<file path="src/rtl/uart_pkg.sv">
// Shared definitions for the UART baud generation path.
package uart_pkg;

    localparam int unsigned DIV_W_DEF  = 16;
    localparam int unsigned FRAC_W_DEF = 8;

    // Oversample index wide enough for any even BAUDCLOCK up to 256.
    localparam int unsigned OS_W = 8;
    typedef logic [OS_W-1:0] os_idx_t;

    // Reset divisor in fixed point: clock * 2^frac_w / (baudrate * baudclock), truncated.
    function automatic longint unsigned calc_rst_div(
        input longint unsigned clock,
        input longint unsigned baudrate,
        input longint unsigned baudclock,
        input int unsigned     frac_w
    );
        return (clock << frac_w) / (baudrate * baudclock);
    endfunction

endpackage

</file>
<file path="src/rtl/frac_accum.sv">
// Fractional phase accumulator; the carry stretches the following period by one clock.
module frac_accum
    import uart_pkg::*;
#(
    parameter int unsigned FRAC_W = FRAC_W_DEF
) (
    input  logic              CLK,
    input  logic              RST,
    input  logic              clear,
    input  logic              load,
    input  logic              step,
    input  logic [FRAC_W-1:0] load_val,
    input  logic [FRAC_W-1:0] inc,
    output logic              carry
);

    logic [FRAC_W-1:0] acc;

    // Accumulator update: clear beats load beats step.
    always_ff @(posedge CLK) begin
        if (RST) begin
            acc   <= '0;
            carry <= 1'b0;
        end else if (clear) begin
            acc   <= '0;
            carry <= 1'b0;
        end else if (load) begin
            acc   <= load_val;
            carry <= 1'b0;
        end else if (step) begin
            {carry, acc} <= {1'b0, acc} + {1'b0, inc};
        end
    end

endmodule

</file>
<file path="src/rtl/baud_gen_frac.sv">
// Fractional-N oversample tick generator with bit-centre and bit-end strobes.
module baud_gen_frac
    import uart_pkg::*;
#(
    parameter int unsigned CLOCK     = 50000000,
    parameter int unsigned BAUDRATE  = 9600,
    parameter int unsigned BAUDCLOCK = 16,
    parameter int unsigned DIV_W     = DIV_W_DEF,
    parameter int unsigned FRAC_W    = FRAC_W_DEF
) (
    input  logic              CLK,
    input  logic              RST,
    input  logic              EN,
    input  logic              LOAD,
    input  logic [DIV_W-1:0]  DIV_INT,
    input  logic [FRAC_W-1:0] DIV_FRAC,
    input  logic              SYNC,
    output logic              BCLK,
    output logic              MID_TICK,
    output logic              BIT_TICK
);

    localparam int unsigned DW = DIV_W + FRAC_W;
    localparam logic [DW-1:0] RST_DIV = DW'(calc_rst_div(
        64'(CLOCK), 64'(BAUDRATE), 64'(BAUDCLOCK), FRAC_W));
    localparam logic [DIV_W-1:0]  RST_INT  = RST_DIV[DW-1:FRAC_W];
    localparam logic [FRAC_W-1:0] RST_FRAC = RST_DIV[FRAC_W-1:0];
    localparam os_idx_t OS_LAST = os_idx_t'(BAUDCLOCK - 1);
    localparam os_idx_t OS_MID  = os_idx_t'(BAUDCLOCK / 2 - 1);

    logic [DIV_W-1:0]  div_int_q,  div_int_d;
    logic [FRAC_W-1:0] div_frac_q, div_frac_d;
    logic [DIV_W-1:0]  pend_int_q,  pend_int_d;
    logic [FRAC_W-1:0] pend_frac_q, pend_frac_d;
    logic              pend_valid_q, pend_valid_d;
    logic [DIV_W-1:0]  cnt_q, cnt_d;
    os_idx_t           os_idx_q, os_idx_d;
    logic              bclk_d, mid_d, bit_d;

    logic              acc_clear, acc_step;
    logic              extra;
    logic [DIV_W-1:0]  eff_int;
    logic [DIV_W:0]    period_m1;
    logic              at_end;

    frac_accum #(
        .FRAC_W (FRAC_W)
    ) u_frac_accum (
        .CLK      (CLK),
        .RST      (RST),
        .clear    (acc_clear),
        .load     (1'b0),
        .step     (acc_step),
        .load_val ('0),
        .inc      (div_frac_q),
        .carry    (extra)
    );

    // Period end detect; a zero integer divisor behaves as one.
    always_comb begin
        eff_int   = (div_int_q == '0) ? DIV_W'(1) : div_int_q;
        period_m1 = {1'b0, eff_int} + (DIV_W+1)'(extra) - (DIV_W+1)'(1);
        at_end    = ({1'b0, cnt_q} == period_m1);
    end

    // Next-state: SYNC restart, then EN gating, then normal counting.
    always_comb begin
        div_int_d    = div_int_q;
        div_frac_d   = div_frac_q;
        pend_int_d   = pend_int_q;
        pend_frac_d  = pend_frac_q;
        pend_valid_d = pend_valid_q;
        cnt_d        = cnt_q;
        os_idx_d     = os_idx_q;
        bclk_d       = 1'b0;
        mid_d        = 1'b0;
        bit_d        = 1'b0;
        acc_clear    = 1'b0;
        acc_step     = 1'b0;

        if (SYNC) begin
            cnt_d     = '0;
            os_idx_d  = '0;
            acc_clear = 1'b1;
            if (LOAD) begin
                div_int_d    = DIV_INT;
                div_frac_d   = DIV_FRAC;
                pend_valid_d = 1'b0;
            end else if (pend_valid_q) begin
                div_int_d    = pend_int_q;
                div_frac_d   = pend_frac_q;
                pend_valid_d = 1'b0;
            end
        end else if (!EN) begin
            // Frozen: a load takes effect at once and supersedes any pending value.
            if (LOAD) begin
                div_int_d    = DIV_INT;
                div_frac_d   = DIV_FRAC;
                pend_valid_d = 1'b0;
            end
        end else begin
            if (at_end) begin
                cnt_d    = '0;
                bclk_d   = 1'b1;
                mid_d    = (os_idx_q == OS_MID);
                bit_d    = (os_idx_q == OS_LAST);
                os_idx_d = (os_idx_q == OS_LAST) ? '0 : os_idx_q + os_idx_t'(1);
                acc_step = 1'b1;
                if (pend_valid_q) begin
                    div_int_d    = pend_int_q;
                    div_frac_d   = pend_frac_q;
                    pend_valid_d = 1'b0;
                end
            end else begin
                cnt_d = cnt_q + DIV_W'(1);
            end
            // Running: park the new divisor until the next tick boundary.
            if (LOAD) begin
                pend_int_d   = DIV_INT;
                pend_frac_d  = DIV_FRAC;
                pend_valid_d = 1'b1;
            end
        end
    end

    // State and output registers.
    always_ff @(posedge CLK) begin
        if (RST) begin
            div_int_q    <= RST_INT;
            div_frac_q   <= RST_FRAC;
            pend_int_q   <= '0;
            pend_frac_q  <= '0;
            pend_valid_q <= 1'b0;
            cnt_q        <= '0;
            os_idx_q     <= '0;
            BCLK         <= 1'b0;
            MID_TICK     <= 1'b0;
            BIT_TICK     <= 1'b0;
        end else begin
            div_int_q    <= div_int_d;
            div_frac_q   <= div_frac_d;
            pend_int_q   <= pend_int_d;
            pend_frac_q  <= pend_frac_d;
            pend_valid_q <= pend_valid_d;
            cnt_q        <= cnt_d;
            os_idx_q     <= os_idx_d;
            BCLK         <= bclk_d;
            MID_TICK     <= mid_d;
            BIT_TICK     <= bit_d;
        end
    end

endmodule

</file>
<file path="config.mk">
export PLATFORM = sky130hd
export DESIGN_NAME = baud_gen_frac
export DESIGN_NICKNAME = d
export VERILOG_FILES = /design/src/rtl/uart_pkg.sv /design/src/rtl/frac_accum.sv /design/src/rtl/baud_gen_frac.sv
export SDC_FILE = /design/constraint.sdc
export NUM_CORES = 1
export LEC_CHECK = 0
export BUFFER_PORTS_ARGS = -buffer_cell sky130_fd_sc_hd__buf_2
export CAP_MARGIN = 20
export CORE_ASPECT_RATIO = 1.4
export CORE_UTILIZATION = 40
export CTS_CLUSTER_DIAMETER = 60
export CTS_CLUSTER_SIZE = 25
export DETAILED_ROUTE_END_ITERATION = 6
export GPL_TIMING_DRIVEN = 0
export PLACE_DENSITY = 0.63
export SLEW_MARGIN = 20
export SYNTH_ARGS = -nofsm -noshare
export SYNTH_HDL_FRONTEND = slang
export SYNTH_HIERARCHICAL = 1
export SYNTH_SLANG_ARGS = --single-unit
export TNS_END_PERCENT = 10
</file>
<file path="constraint.sdc">
create_clock -name CLK -period 3.95 [get_ports CLK]
set_input_delay 0.395 -clock CLK [delete_from_list [all_inputs] [get_ports CLK]]
set_output_delay 0.395 -clock CLK [all_outputs]
set_load 0.03 [all_outputs]
</file>
Yosys cells after proc, flatten, opt, wreduce, memory -nomap -nowiden
Index checks and enable logic that the tools add are counted.
- word-level logic and storage cells: 58
- input bits: 29
- output and inout bits: 3
- flip-flop bits (word level): 85
- bitwise operators: 3
- multiplexer cells: 23
- equality and inequality tests: 4
- add/subtract/negate cells: 5
- reductions and logical operators: 11
- operators by type and width (cell ; count):
    $mux W16 ; 8
    $mux W8 ; 7
    $add A16 B1 Y17 ; 1
    $eq A16 B17 Y1 ; 1
    $sub A17 B1 Y17 const B ; 1
    $add A16 B1 Y16 const B ; 1
    $logic_not A16 Y1 ; 1
    $add A8 B8 Y9 ; 1
    $add A8 B1 Y8 const B ; 1
    $eq A8 B3 Y1 const B ; 1
    $eq A8 B4 Y1 const B ; 1
    $mux W1 ; 8
    $reduce_and A2 Y1 ; 3
    $reduce_bool A2 Y1 ; 2
    $reduce_or A2 Y1 ; 2
    $reduce_or A4 Y1 ; 1
    $ne A3 B1 Y1 const B ; 1
    $not A1 Y1 ; 3
    $reduce_and A3 Y1 ; 1
    $reduce_bool A3 Y1 ; 1

Logic depth before layout (Yosys ltp)
Gate-level depths: netlist of the first run.
- depth in word-level cells: 8
- depth in mapped cells: 19
- mapped depth without buffers: 16

Modules after synthesis
The synthesis of the first run kept the hierarchy.
- modules (own cells, without submodules) (module ; times used ; area an instance (µm²) ; cells each ; seq. area each (µm²)):
    baud_gen_frac ; 1 ; 4690.7 ; 597 ; 1521.5
    frac_accum ; 1 ; 716.9 ; 85 ; 180.2

Least setup slack after synthesis of the first run
OpenSTA, ideal clock, no wires.
- kind: register to register
- from: register div_int_q[4]
- to: register u_frac_accum.acc[6]
- cell stages (with the launch flop): 19
- path slack: -367 ps
- buffers on the path: 3
- required time: 3819 ps
- setup time: 131 ps
- arrival: 4186 ps
- period minus slack after synthesis: 4317 ps
- cell sequence: dfxtp_1 > buf_2 > nor4_4 > and4_1 > a21oi_1 > ha_1 > ha_1 > nor3b_2 > xnor2_1 > nor3_1 > nand4_1 > or4_1 > clkbuf_1 > or2_1 > nor3_1 > buf_1 > a21oi_1 > a2111oi_0 > nor3_1
- word-level cells in the longest chain between the ends: 8
- ends and longest elaborated chain (element ; RTL line ; RTL):
    start: declaration ; baud_gen_frac.sv:31 ; logic [DIV_W-1:0] div_int_q, div_int_d;
    start signal: assignment ; baud_gen_frac.sv:140 ; div_int_q <= div_int_d;
    $logic_not A16 Y1 ; baud_gen_frac.sv:61 ; eff_int = (div_int_q == '0) ? DIV_W'(1) : div_int_q;
    $mux W16 (*) ; baud_gen_frac.sv:61 ;
    $add A16 B1 Y17 (*) ; baud_gen_frac.sv:62 ; period_m1 = {1'b0, eff_int} + (DIV_W+1)'(extra) - (DIV_W+1)'(1);
    $sub A17 B1 Y17 (*) ; baud_gen_frac.sv:62 ;
    $eq A16 B17 Y1 (*) ; baud_gen_frac.sv:63 ; at_end = ({1'b0, cnt_q} == period_m1);
    $mux W1 (*) ; baud_gen_frac.sv:102 ; if (at_end) begin
    $mux W1 (*) ; baud_gen_frac.sv:94 ; end else if (!EN) begin
    $mux W1 (*) ; baud_gen_frac.sv:81 ; if (SYNC) begin
    net acc_step ; baud_gen_frac.sv:40 ; logic acc_clear, acc_step;
    end signal: assignment ; frac_accum.sv:28 ; acc <= load_val;
    end signal: assignment ; frac_accum.sv:31 ; {carry, acc} <= {1'b0, acc} + {1'b0, inc};
    end: declaration ; frac_accum.sv:17 ; logic [FRAC_W-1:0] acc;
The timed path passes the listed nets; every way through them passes the cells marked *.
A chain may end at the register's enable or synchronous reset.

Worst setup path in the final report of the first run
- from: register div_int_q[5]
- to: register u_frac_accum.carry
- word-level cells in the longest chain between the ends: 8
- ends and longest elaborated chain (element ; RTL line ; RTL):
    $logic_not A16 Y1 ; baud_gen_frac.sv:61 ;
    $mux W16 (*) ; baud_gen_frac.sv:61 ;
    $add A16 B1 Y17 (*) ; baud_gen_frac.sv:62 ;
    $sub A17 B1 Y17 (*) ; baud_gen_frac.sv:62 ;
    $eq A16 B17 Y1 (*) ; baud_gen_frac.sv:63 ;
    $mux W1 (*) ; baud_gen_frac.sv:102 ;
    $mux W1 (*) ; baud_gen_frac.sv:94 ;
    $mux W1 (*) ; baud_gen_frac.sv:81 ;
    net acc_step ; baud_gen_frac.sv:40 ;
    end signal: assignment ; frac_accum.sv:31 ;
    end: declaration ; frac_accum.sv:14 ; output logic carry
Marked as above.

==> results of run 1 <==
==> per-stage QoR <==
stage          cell area (sq um)  worst slack, ns
6_report                    6430           -0.101
5_1_grt                     6430           -0.247
3_5_place_dp                5840           -0.728
4_1_cts                     6310           -0.101
3_3_place_gp                5840           -0.714
2_1_floorplan               5470          0.00282
==> metal layers <==
| metal | global-route usage | part of all wire | vias up |
|---|---|---|---|
| met5 | 0 | 0 | - |
| met4 | 0.126 | 0.039 | 0 |
| met3 | 0.0432 | 0.056 | 58 |
| met2 | 0.440 | 0.52 | 206 |
| met1 | 0.274 | 0.39 | 2628 |
| li1 | - | - | 2618 |
==> Yosys cell counts, types with 5 or more instances <==
library cell / instances / area share
a21oi_1: 74 / 0.068
buf_1: 6 / 0.0042
nor4_1: 6 / 0.0069
a211o_1: 5 / 0.0081
and3_1: 18 / 0.021
clkbuf_1: 43 / 0.030
ha_1: 12 / 0.028
nor3_1: 8 / 0.0074
o211ai_1: 10 / 0.014
nor3b_1: 5 / 0.0069
xnor2_1: 22 / 0.036
mux2i_1: 32 / 0.059
o21ai_0: 15 / 0.014
inv_1: 9 / 0.0062
or2_2: 8 / 0.0093
dfxtp_1: 85 / 0.31
xor2_1: 9 / 0.015
or3_1: 5 / 0.0058
nand3_1: 12 / 0.011
nand2_1: 106 / 0.074
and4_1: 17 / 0.028
o311ai_1: 17 / 0.028
o311ai_0: 10 / 0.016
or4b_1: 17 / 0.031
nand4_1: 6 / 0.0069
nor2_1: 52 / 0.036
==> cell families after synthesis <==
kind of cell,Yosys count
simple gates,285
compound gates,169
flops,85
buf+inv,65
xor+xnor,32
mux,32
fa+ha+maj,13
other cells,1
==> state kept, by name, indices dropped and copies added (netlist names) <==
name and count:
os_idx_q 8, BIT_TICK 1, MID_TICK 1, u_frac_accum/acc 8
cnt_q 16, pend_frac_q 8, div_frac_q 8, div_int_q 16
pend_valid_q 1, pend_int_q 16, BCLK 1, u_frac_accum/carry 1
==> area by class of cell <==
type / instances / area (sq um) / share of cell area
buffer: 52 / 239 / 0.0372
tap: 178 / 223 / 0.0347
clock buffer: 13 / 270 / 0.0421
multi-input combinational: 540 / 3620 / 0.564
timing repair buffer: 46 / 274 / 0.0426
sequential: 85 / 1720 / 0.268
inverter: 9 / 33.8 / 0.00526
clock inverter: 3 / 42.5 / 0.00662
==> power breakdown <==
| group | total [W] | internal [W] | switching, W | leakage [nW] |
|---|---|---|---|---|
| clock | 0.000909 | 0.000541 | 0.000367 | 0.152 |
| combinational | 0.000426 | 0.000166 | 0.000260 | 1.51 |
| sequential | 0.000950 | 0.000897 | 0.0000532 | 0.695 |
| total | 0.00228 | 0.00160 | 0.000681 | 2.36 |
==> timing repair <==
| item | in CTS | in global routing |
|---|---|---|
| resized for setup | 28 | 19 |
| endpoints found under the setup margin | 55 | 24 |
| setup buffers | 10 | 5 |
| gates cloned | 1 | 0 |
| hold buffers | 0 | 0 |
| pin swaps | 9 | 11 |
==> final timing paths <==
kind	from	end	slack [ns]
hold / removal	DIV_INT[11]	pend_int_q[11]$_SDFFE_PP0P_	0.28
hold reg to reg	pend_int_q[2]$_SDFFE_PP0P_	pend_int_q[2]$_SDFFE_PP0P_	0.46
setup reg to reg	div_int_q[5]$_SDFFE_PP0P_	u_frac_accum/carry$_SDFFE_PP0P_	-0.10
setup / recovery	div_int_q[5]$_SDFFE_PP0P_	u_frac_accum/carry$_SDFFE_PP0P_	-0.10
==> worst register-to-register path: cells and delay by family (launching register included) <==
| family | cells | cell delay, ns |
|---|---|---|
| adder cells (fa/ha/maj) | 2 | 0.35 |
| AND/OR/NAND/NOR | 10 | 2.55 |
| flip-flops | 1 | 0.32 |
| buffers and inverters | 3 | 0.40 |
| AO/OA/AOI/OAI | 3 | 0.31 |
==> summary.md, run 1 <==
| Metric | Value |
|---|---|
| Tmin final | around 4 ns |
| Most frequent cells in the layout | 105 x nand2_1, 73 x dfxtp_1, 73 x a21oi_1 |
| Most common cell after layout, fill and taps aside | nand2_1 |
| Initial Util | 0.416 |
| Ports | 32 |
| First drt pass iteration count | 5 |
| Total power | 0.00228 W |
| Main combinational cell family by area after synthesis | simple AND/OR/NAND/NOR gates |
| Post-route DRC violation count | 0 |
| Final WS setup | -0.101 ns |
| Clock buffer depth | 2 |
| Num rows | just under 50 |
| CTS tree | yes |
| Clock Skews | 0.00874 ns |
| Fin util | 0.494 |
| Vias in the first global route | about 5.4k |
| Worst hold path stage count | 3 |
| Cells along the critical path | buf_6, nor4_4, and4_4, a21oi_4, ha_4, ha_4, nor3b_4, buf_4, nor2b_4, o21ai_2, nand4_1, or4_4, or2_4, nor3_4, inv_2, or3_1, o21ai_1, nor4_1 |
| Synthesized flop and latch total | 85 |
| Largest net degree at the start of global routing | 14 |
| Post-synthesis compound-gate area fraction | 0.206 |
| Final setup fails | 6 |
| Gp weighted congestion | between 0.8 and 0.9 |
| Slowest cell on the critical path | or4_4 |
| Sequential element share of the synthesized area | 0.315 |
| YS warnings | 6 |
| Synth Area per Inst | between 7 and 8 sq um |
| Final #Nets | 785 |
| Synth Area in Adders | 0.0315 |
| # port buffers | 30 |
| Clock latency on the worst-skew pair | between 0.3 and 0.4 ns |
| Crit path DAT | between 4 and 5 ns |
| R2R cell count | 18 |
| Crit Path Max Fanout | 6 |
| Ratio of final minimum period to clock period | 1.03 |
| Worst hold path type | input pin to flop |
| DP Wirelength | 12.1 mm |
| Core ar. | 13000 sq um |
| Grt ovf | 0 |
| Via/cell ratio | a little under 6 |
| Synthesis-to-layout area growth | 18.8% |
| Stages on worst setup path | 18 |
| Peak supply drop | between 150 and 200 uV |
| Via count | roughly 5.5k |
| Die W | approximately 100 um |
| Critical path's top delay family | simple AND/OR/NAND/NOR gates |
| Lkg Pwr | approximately 2.4 nW |
| CTS Buf Count | 9 |
| Worst EP required | 4.18 ns |
| Global-route wire length before repair | around 27 mm |
| RSZ-0062 raised after global routing | yes |
| CTS root buffer | clkbuf_16 |
| Relative slew slack | 0.437 |
| Power Density | roughly 360 nW/um^2 |
| Synth cell types | 69 |
| Die ar. | between 10000 and 15000 sq um |
| CP max stage delay | around 0.56 ns |
| Tot GR Track Use | 0.246 |
| Antenna violations before repair | 0 |
| Fraction of registers with async set/reset | 0 |
| Filler cells | approximately 1.3k |
| Die height | roughly 140 um |
| Max-Cap Viols | 0 |
| N_diodes | 0 |
| Initial drt markers | approximately 350 |
| Depth of the CTS H-tree | 3 |
| # clock sinks | 85 |
| CP dominant cell by count | ha_4 |
| Post-Synth XOR/XNOR Area | 0.0532 |
| Post-synth EDFFs | 0 |
| Share of cells above drive strength 1 | 0.164 |
| Routed WL per cell | ~19 um |
| CP Capture Type | flop |
| Clk pin slew, worst setup/hold paths | 0.06 ns |
| Synthesized area | ~5400 sq um |
| Outcome | finished with violations |
| Worst path buffer plus inverter count | 3 |
| Hold slack final | roughly 0.28 ns |
| Fmax | approximately 0.25 GHz |
| Post-synthesis mux area share | 0.0592 |
| Crit path kind | flop to flop |
| Syn Inst Count | ~680 |
| Synth Flop Type | dfxtp_1 |
| DRT antenna net count | 0 |
| Dpl cells | about 900 |
| Count of pins over their slew limit | 0 |
| TNS Setup | -0.292 ns |
| Final hold violation count | 0 |
| Routed WL | ~17 mm |
| Post-synthesis simple-gate area fraction | 0.286 |
| Non-filler instance count after layout | 926 |
| Crit start category | flop |
| Measured slew at the worst slew-check pin | about 0.85 ns |
| Violated checks | setup timing |
Power figures use the tool's default switching activity.
==> inputs of run 2 (changes only) <==
GPL_TIMING_DRIVEN = 1   (was 0)
==> run 2 against run 1 <==
Total power grew 0.23%; first-iteration DRC count fell by 35%; final area fell by 2.2%; highest routed layer unchanged; clock power grew 3.3%; the flow now finishes without violations; combinational power grew 0.9%; via count down 5.2%; critical endpoint is now div_int_q[5]$_SDFFE_PP0P_; setup slack improved by 0.27 ns.
==> summary.md, run 2 (same netlist as run 1, synthesis figures left out) <==
| Metric | Value |
|---|---|
| R2r setup slk | 0.17 ns (+0.27 ns) |
| Final hold violation count | 0 (unchanged) |
| Ratio of final minimum period to clock period | 0.958 (-0.0679) |
| R2R Path End | div_int_q[5]$_SDFFE_PP0P_ |
| Clock latency on the worst-skew pair | 0.35 ns (about the same) |
| Crit path kind | flop to flop |
| CTS Buf Count | 9 (unchanged) |
| GR Util met1 | 0.261 (-0.0127) |
| Grt ovf | 0 (unchanged) |
| Max-Cap Viols | 0 (unchanged) |
| Crit path to | div_int_q[5]$_SDFFE_PP0P_ |
| Routed WL per cell | 17.1 um (-7.8%) |
| Power Density | 364 nW/um^2 (+2.5%) |
| Synthesis-to-layout area growth | 16.2% |
| DP Wirelength | 10.8 mm (-11%) |
| Worst hold path type | input pin to flop |
| CTS root buffer | clkbuf_16 |
| Tmin final | 3.78 ns (-0.268 ns) |
| Top flop regs | cnt_q x16, div_int_q x16, pend_int_q x16 |
| Clk pin slew, worst setup/hold paths | 0.07 ns (about the same) |
| Global-route wire length before repair | 24.8 mm (-8.1%) |
| N_diodes | 0 (unchanged) |
| Via count | 5225 (-5.2%) |
| Worst EP required | 4.15 ns (-0.03 ns) |
| Final WS setup | 0.167 ns (+0.268 ns) |
| Antenna violations before repair | 0 (unchanged) |
| DRT antenna net count | 0 (unchanged) |
| Num rows | 49 (unchanged) |
| Crit start category | flop |
| CP Capture Type | flop |
| Die ar. | 14000 sq um (unchanged) |
| Initial Util | 0.416 (unchanged) |
| # port buffers | 31 (+3.3%) |
| Hold slack final | 0.287 ns (+0.00257 ns) |
| First drt pass iteration count | 4 (-1) |
| Final setup fails | 0 (-6) |
| Reg2reg start | div_int_q[7]$_SDFFE_PP0P_ |
| Measured slew at the worst slew-check pin | 0.938 ns (+0.0928 ns) |
| Final #Nets | 759 (-3.3%) |
| Non-filler instance count after layout | 900 (-2.8%) |
| TNS Setup | 0 ns (+0.292 ns) |
| Post-route DRC violation count | 0 (unchanged) |
| CTS tree | yes |
| Relative slew slack | 0.374 (-0.0626) |
| Initial drt markers | 227 (-35%) |
| Most frequent cells in the layout | 106 x nand2_1, 85 x dfxtp_1, 73 x a21oi_1 |
| Outcome | finished, final reports clean |
| Die height | 140 um (unchanged) |
| Core ar. | 13000 sq um (unchanged) |
| Via/cell ratio | 5.81 (-2.4%) |
| Tot GR Track Use | 0.224 (-0.0222) |
| Fmax | 0.264 GHz (+7.1%) |
| Routed WL | 15.4 mm (-10%) |
| Die W | 100 um (unchanged) |
| Most common cell after layout, fill and taps aside | nand2_1 |
| Clock Skews | 0.00421 ns (-0.00453 ns) |
| Clock buffer depth | 2 (unchanged) |
| Ports | 32 (unchanged) |
| GRT busiest layer | met2 |
| Total power | 0.00229 W (+0.23%) |
| Dpl cells | 881 (-1.9%) |
| Crit path DAT | 3.98 ns (-0.30 ns) |
| Depth of the CTS H-tree | 3 (unchanged) |
| # clock sinks | 85 (unchanged) |
| Crit Path Max Fanout | 22 (+16) |
| Met3 Track Usage GR | 0.0296 (-0.0136) |
| Peak supply drop | 226 uV (+18%) |
| Crit path from | div_int_q[7]$_SDFFE_PP0P_ |
| Count of pins over their slew limit | 0 (unchanged) |
| Worst slack at placement | -0.0745 ns (+0.653 ns) |
| Gp weighted congestion | 0.900 (+2.4%) |
| Share of cells above drive strength 1 | 0.170 (+0.00592) |
| Met2 usage | 0.386 (-0.0541) |
| Largest net degree at the start of global routing | 40 (+26) |
| Vias in the first global route | 5064 (-6.9%) |
| R2R cell count | 14 (-4) |
| Lkg Pwr | 2.38 nW (+0.86%) |
-- run 2: cell count changes in the layout (fill, tap and decap cells not counted), sizes merged --
cell,change
clkbuf,-43
buf,+14
clkinv,+2
bufinv,+1
-- run 2: area by class of cell --
class	instances	area, sq um
Fill cell	1279	6710
Multi-Input combinational cell	540	3540
Sequential cell	85	1700
Timing Repair Buffer	72	467
Clock buffer	10	239
Tap cell	178	223
Clock inverter	6	86.3
Inverter	9	33.8
-- run 2: per-stage QoR --
stage	utilization	cell area, sq um
finish	0.484	6290
floorplan	-	5470
detailed placement	0.454	5890
CTS	0.480	6240
global route	0.484	6290
global placement	0.454	5890
-- run 2: worst max-delay path: stages (launching register included) --
cell and delay [ns]:
dfxtp_1 0.33, nor4_4 0.29, and4_4 0.27, a21oi_1 0.07
ha_2 0.20, ha_2 0.18, nor3b_4 0.17, buf_4 0.13
and3_1 0.19, a211o_1 0.30, a31oi_1 0.35, or4_4 0.37
nor2_1 0.12, buf_4 0.19, o311ai_1 0.46
-- run 2: power by group --
| part | switching (W) | internal, W | total [W] |
|---|---|---|---|
| clock network | 0.000368 | 0.000570 | 0.000939 |
| registers | 0.0000271 | 0.000894 | 0.000921 |
| logic | 0.000262 | 0.000168 | 0.000430 |
| total | 0.000658 | 0.00163 | 0.00229 |
-- run 2: metal layers --
layer	share of wire	vias to the layer above	wire length, um
met4	0.038	0	585
met3	0.037	40	569
met1	0.42	2459	6470
met2	0.50	152	7730
met5	0	-	0
li1	-	2574	-
-- run 2: what timing repair did --
item / 4_1_cts / 5_1_grt
resized for setup: 2 / 11
hold buffers: 0 / 0
pin swaps: 0 / 3
setup buffers: 2 / 1
gates cloned: 0 / 0
endpoints found under the setup margin: 5 / 13
-- run 2: worst min-delay path by stage --
stage,startpoint,endpoint,slack [ns],cells past startpoint
2_1_floorplan,pend_frac_q[0]$_SDFFE_PP0P_,pend_frac_q[0]$_SDFFE_PP0P_,0.44,2
3_3_place_gp,pend_frac_q[2]$_SDFFE_PP0P_,pend_frac_q[2]$_SDFFE_PP0P_,0.44,2
3_5_place_dp,pend_frac_q[2]$_SDFFE_PP0P_,pend_frac_q[2]$_SDFFE_PP0P_,0.45,2
4_1_cts,DIV_INT[3],pend_int_q[3]$_SDFFE_PP0P_,0.29,3
5_1_grt,DIV_FRAC[5],pend_frac_q[5]$_SDFFE_PP0P_,0.30,3
6_report,DIV_INT[11],pend_int_q[11]$_SDFFE_PP0P_,0.29,3
==> inputs of run 3 (changes only) <==
BUFFER_PORTS_ARGS = -buffer_cell sky130_fd_sc_hd__buf_4   (was -buffer_cell sky130_fd_sc_hd__buf_2)
==> run 3 against run 2 <==
Flip-flop and latch count did not move; largest cell class unchanged; fmax shrank 0.35%; critical endpoint is now div_int_q[4]$_SDFFE_PP0P_; total power down 5.8%; critical path type unchanged; worst hold slack improved by 0.023 ns.
==> summary.md, run 3 (same netlist as run 1, synthesis figures left out) <==
| Metric | Value |
|---|---|
| Antenna violations before repair | 0 (unchanged) |
| Via count | 5214 (-0.21%) |
| Routed WL | 15.5 mm (+1.2%) |
| Initial drt markers | 277 (+22%) |
| Core ar. | 13000 sq um (unchanged) |
| Die ar. | 14000 sq um (unchanged) |
| Clock network power share | 0.368 (-0.042) |
| Initial Util | 0.416 (unchanged) |
| DP Wirelength | 10.9 mm (+0.50%) |
| Final WS setup | 0.153 ns (-0.0133 ns) |
| Post-route DRC violation count | 0 (unchanged) |
| Synthesis-to-layout area growth | 16.6% |
| Crit start category | flop |
| Clk pin slew, worst setup/hold paths | 0.06 ns (about the same) |
| Relative slew slack | 0.551 (+0.177) |
| Peak supply drop | 217 uV (-4.4%) |
| Worst slack at placement | -0.114 ns (-0.0394 ns) |
| Hold slack final | 0.310 ns (+0.0230 ns) |
| Depth of the CTS H-tree | 3 (unchanged) |
| Most frequent cells in the layout | 106 x nand2_1, 82 x dfxtp_1, 73 x a21oi_1 |
| Total power | 0.00216 W (-5.8%) |
| Crit Path Max Fanout | 22 (unchanged) |
| CTS tree | yes |
| Clock latency on the worst-skew pair | 0.34 ns (about the same) |
| TNS Setup | 0 ns (unchanged) |
| CTS Buf Count | 9 (unchanged) |
| Clock Skews | 0.00933 ns (+0.00512 ns) |
| Max-Cap Viols | 0 (unchanged) |
| Global-route wire length before repair | 25.7 mm (+3.5%) |
| Outcome | finished, final reports clean |
| First drt pass iteration count | 6 (+2) |
| Num rows | 49 (unchanged) |
| Sequential Power Share | 0.428 (+0.026) |
| Worst EP required | 4.13 ns (-0.02 ns) |
| Cells along the critical path | nor4_4, and4_2, a21oi_1, ha_2, ha_2, nor3b_4, buf_4, and3_1, nor4b_4, a31oi_2, or4_4, or4b_1, o311ai_1 |
| N_diodes | 0 (unchanged) |
| Sw Share | 0.293 (+0.00632) |
| Share of cells above drive strength 1 | 0.169 (-0.00160) |
| Worst hold path type | input pin to flop |
| # clock sinks | 85 (unchanged) |
| Die height | 140 um (unchanged) |
| Vias in the first global route | 5070 (+0.12%) |
| Measured slew at the worst slew-check pin | 0.672 ns (-0.266 ns) |
| Switching pwr | 0.000633 W (-3.7%) |
| Filler cells | 1288 (+0.70%) |
| Tmin final | 3.80 ns (+0.0133 ns) |
| CP max stage delay | 0.68 ns (+0.22 ns) |
| DRT antenna net count | 0 (unchanged) |
| Internal | 0.00152 W (-6.6%) |
| Final hold violation count | 0 (unchanged) |
| Slowest cell on the critical path | or4_4 |
| Power Density | 342 nW/um^2 (-6.1%) |
| Ports | 32 (unchanged) |
| Fmax | 0.263 GHz (-0.35%) |
| Via/cell ratio | 5.83 (+0.35%) |
| Gp weighted congestion | 0.884 (-1.8%) |
| Lkg Pwr | 2.36 nW (-0.66%) |
| Die W | 100 um (unchanged) |
| Logic pwr share | 0.204 (+0.016) |
| Crit path kind | flop to flop |
| Crit path DAT | 3.98 ns (about the same) |
| Count of pins over their slew limit | 0 (unchanged) |
| Hold_buf cts | 0 (unchanged) |
| Placed inst area | 5960 sq um (+1.1%) |
| Grt ovf | 0 (unchanged) |
| Largest net degree at the start of global routing | 49 (+23%) |
| CP Capture Type | flop |
| Clock buffer depth | 2 (unchanged) |
| Finished Cell Area | 6310 sq um (+0.34%) |
| Most common cell after layout, fill and taps aside | nand2_1 |
| Tot GR Track Use | 0.231 (+0.00739) |
| Final #Nets | 756 (-0.40%) |
| Routed WL per cell | 17.4 um (+1.7%) |
| Top flop regs | cnt_q x16, div_int_q x16, pend_int_q x16 |
| CP dominant cell by count | ha_2 |
| # port buffers | 31 (unchanged) |
| Final setup fails | 0 (unchanged) |
| Ratio of final minimum period to clock period | 0.961 (+0.00337) |
| CTS root buffer | clkbuf_16 |
-- run 3: changes by cell type in the layout (fill, tap and decap cells not counted), sizes merged --
cell	change
clkinvlp	-1
bufinv	-2
buf	-3
clkbuf	+2
clkinv	-1
-- run 3: power by group through the flow --
stage | Combinational [W] | Clock [W] | Sequential [W]
floorplan | 0.000278 | 0 | 0.000940
global placement | 0.000414 | 0 | 0.000941
detailed placement | 0.000425 | 0 | 0.000942
CTS | 0.000427 | 0.000805 | 0.000924
global route | 0.000484 | 0.000841 | 0.000929
finish | 0.000441 | 0.000793 | 0.000924
-- run 3: metal layers --
layer | routed length [um] | global-route usage | share of wire | vias to the layer above
met4 | 500 | 0.0961 | 0.032 | 0
met5 | 0 | 0 | 0 | -
li1 | - | - | - | 2555
met3 | 716 | 0.0357 | 0.046 | 38
met1 | 6400 | 0.283 | 0.41 | 2475
met2 | 7930 | 0.399 | 0.51 | 146
-- run 3: cell type report --
| cell class | count | area (sq um) | area share |
|---|---|---|---|
| clock buffer | 12 | 256 | 0.0407 |
| multi-input combinational | 540 | 3560 | 0.564 |
| clock inverter | 2 | 10.0 | 0.00159 |
| inverter | 9 | 33.8 | 0.00536 |
| timing repair buffer | 69 | 522 | 0.0827 |
| sequential | 85 | 1710 | 0.270 |
| tap | 178 | 223 | 0.0353 |
-- run 3: metrics by stage --
| stage | cells | util |
|---|---|---|
| finish | 895 | 0.485 |
| floorplan | 690 | - |
| global placement | 879 | 0.458 |
| global route | 895 | 0.485 |
| CTS | 894 | 0.480 |
| detailed placement | 879 | 0.458 |
-- run 3: repair_timing --
| item | CTS | global route |
|---|---|---|
| pin swaps | 1 | 2 |
| setup buffers | 1 | 1 |
| endpoints found under the setup margin | 2 | 24 |
| gates resized for setup | 2 | 16 |
-- run 3: critical path, delay by kind of cell, from the launching register on --
kind                       cells  cell delay (ns)
DFF                            1             0.37
AOI/OAI and AO/OA              3             0.39
adders and majority gates      2             0.40
buffers and inverters          1             0.17
and+or+nand+nor                7             2.31
-- run 3: worst paths after layout --
path	start	to	slack, ns	depth (start not counted)
worst min-delay path	DIV_FRAC[3]	pend_frac_q[3]$_SDFFE_PP0P_	0.31	3
worst max register to register	div_int_q[7]$_SDFFE_PP0P_	div_int_q[4]$_SDFFE_PP0P_	0.15	13
worst max-delay path	div_int_q[7]$_SDFFE_PP0P_	div_int_q[4]$_SDFFE_PP0P_	0.15	13
worst min register to register	pend_int_q[1]$_SDFFE_PP0P_	pend_int_q[1]$_SDFFE_PP0P_	0.45	2
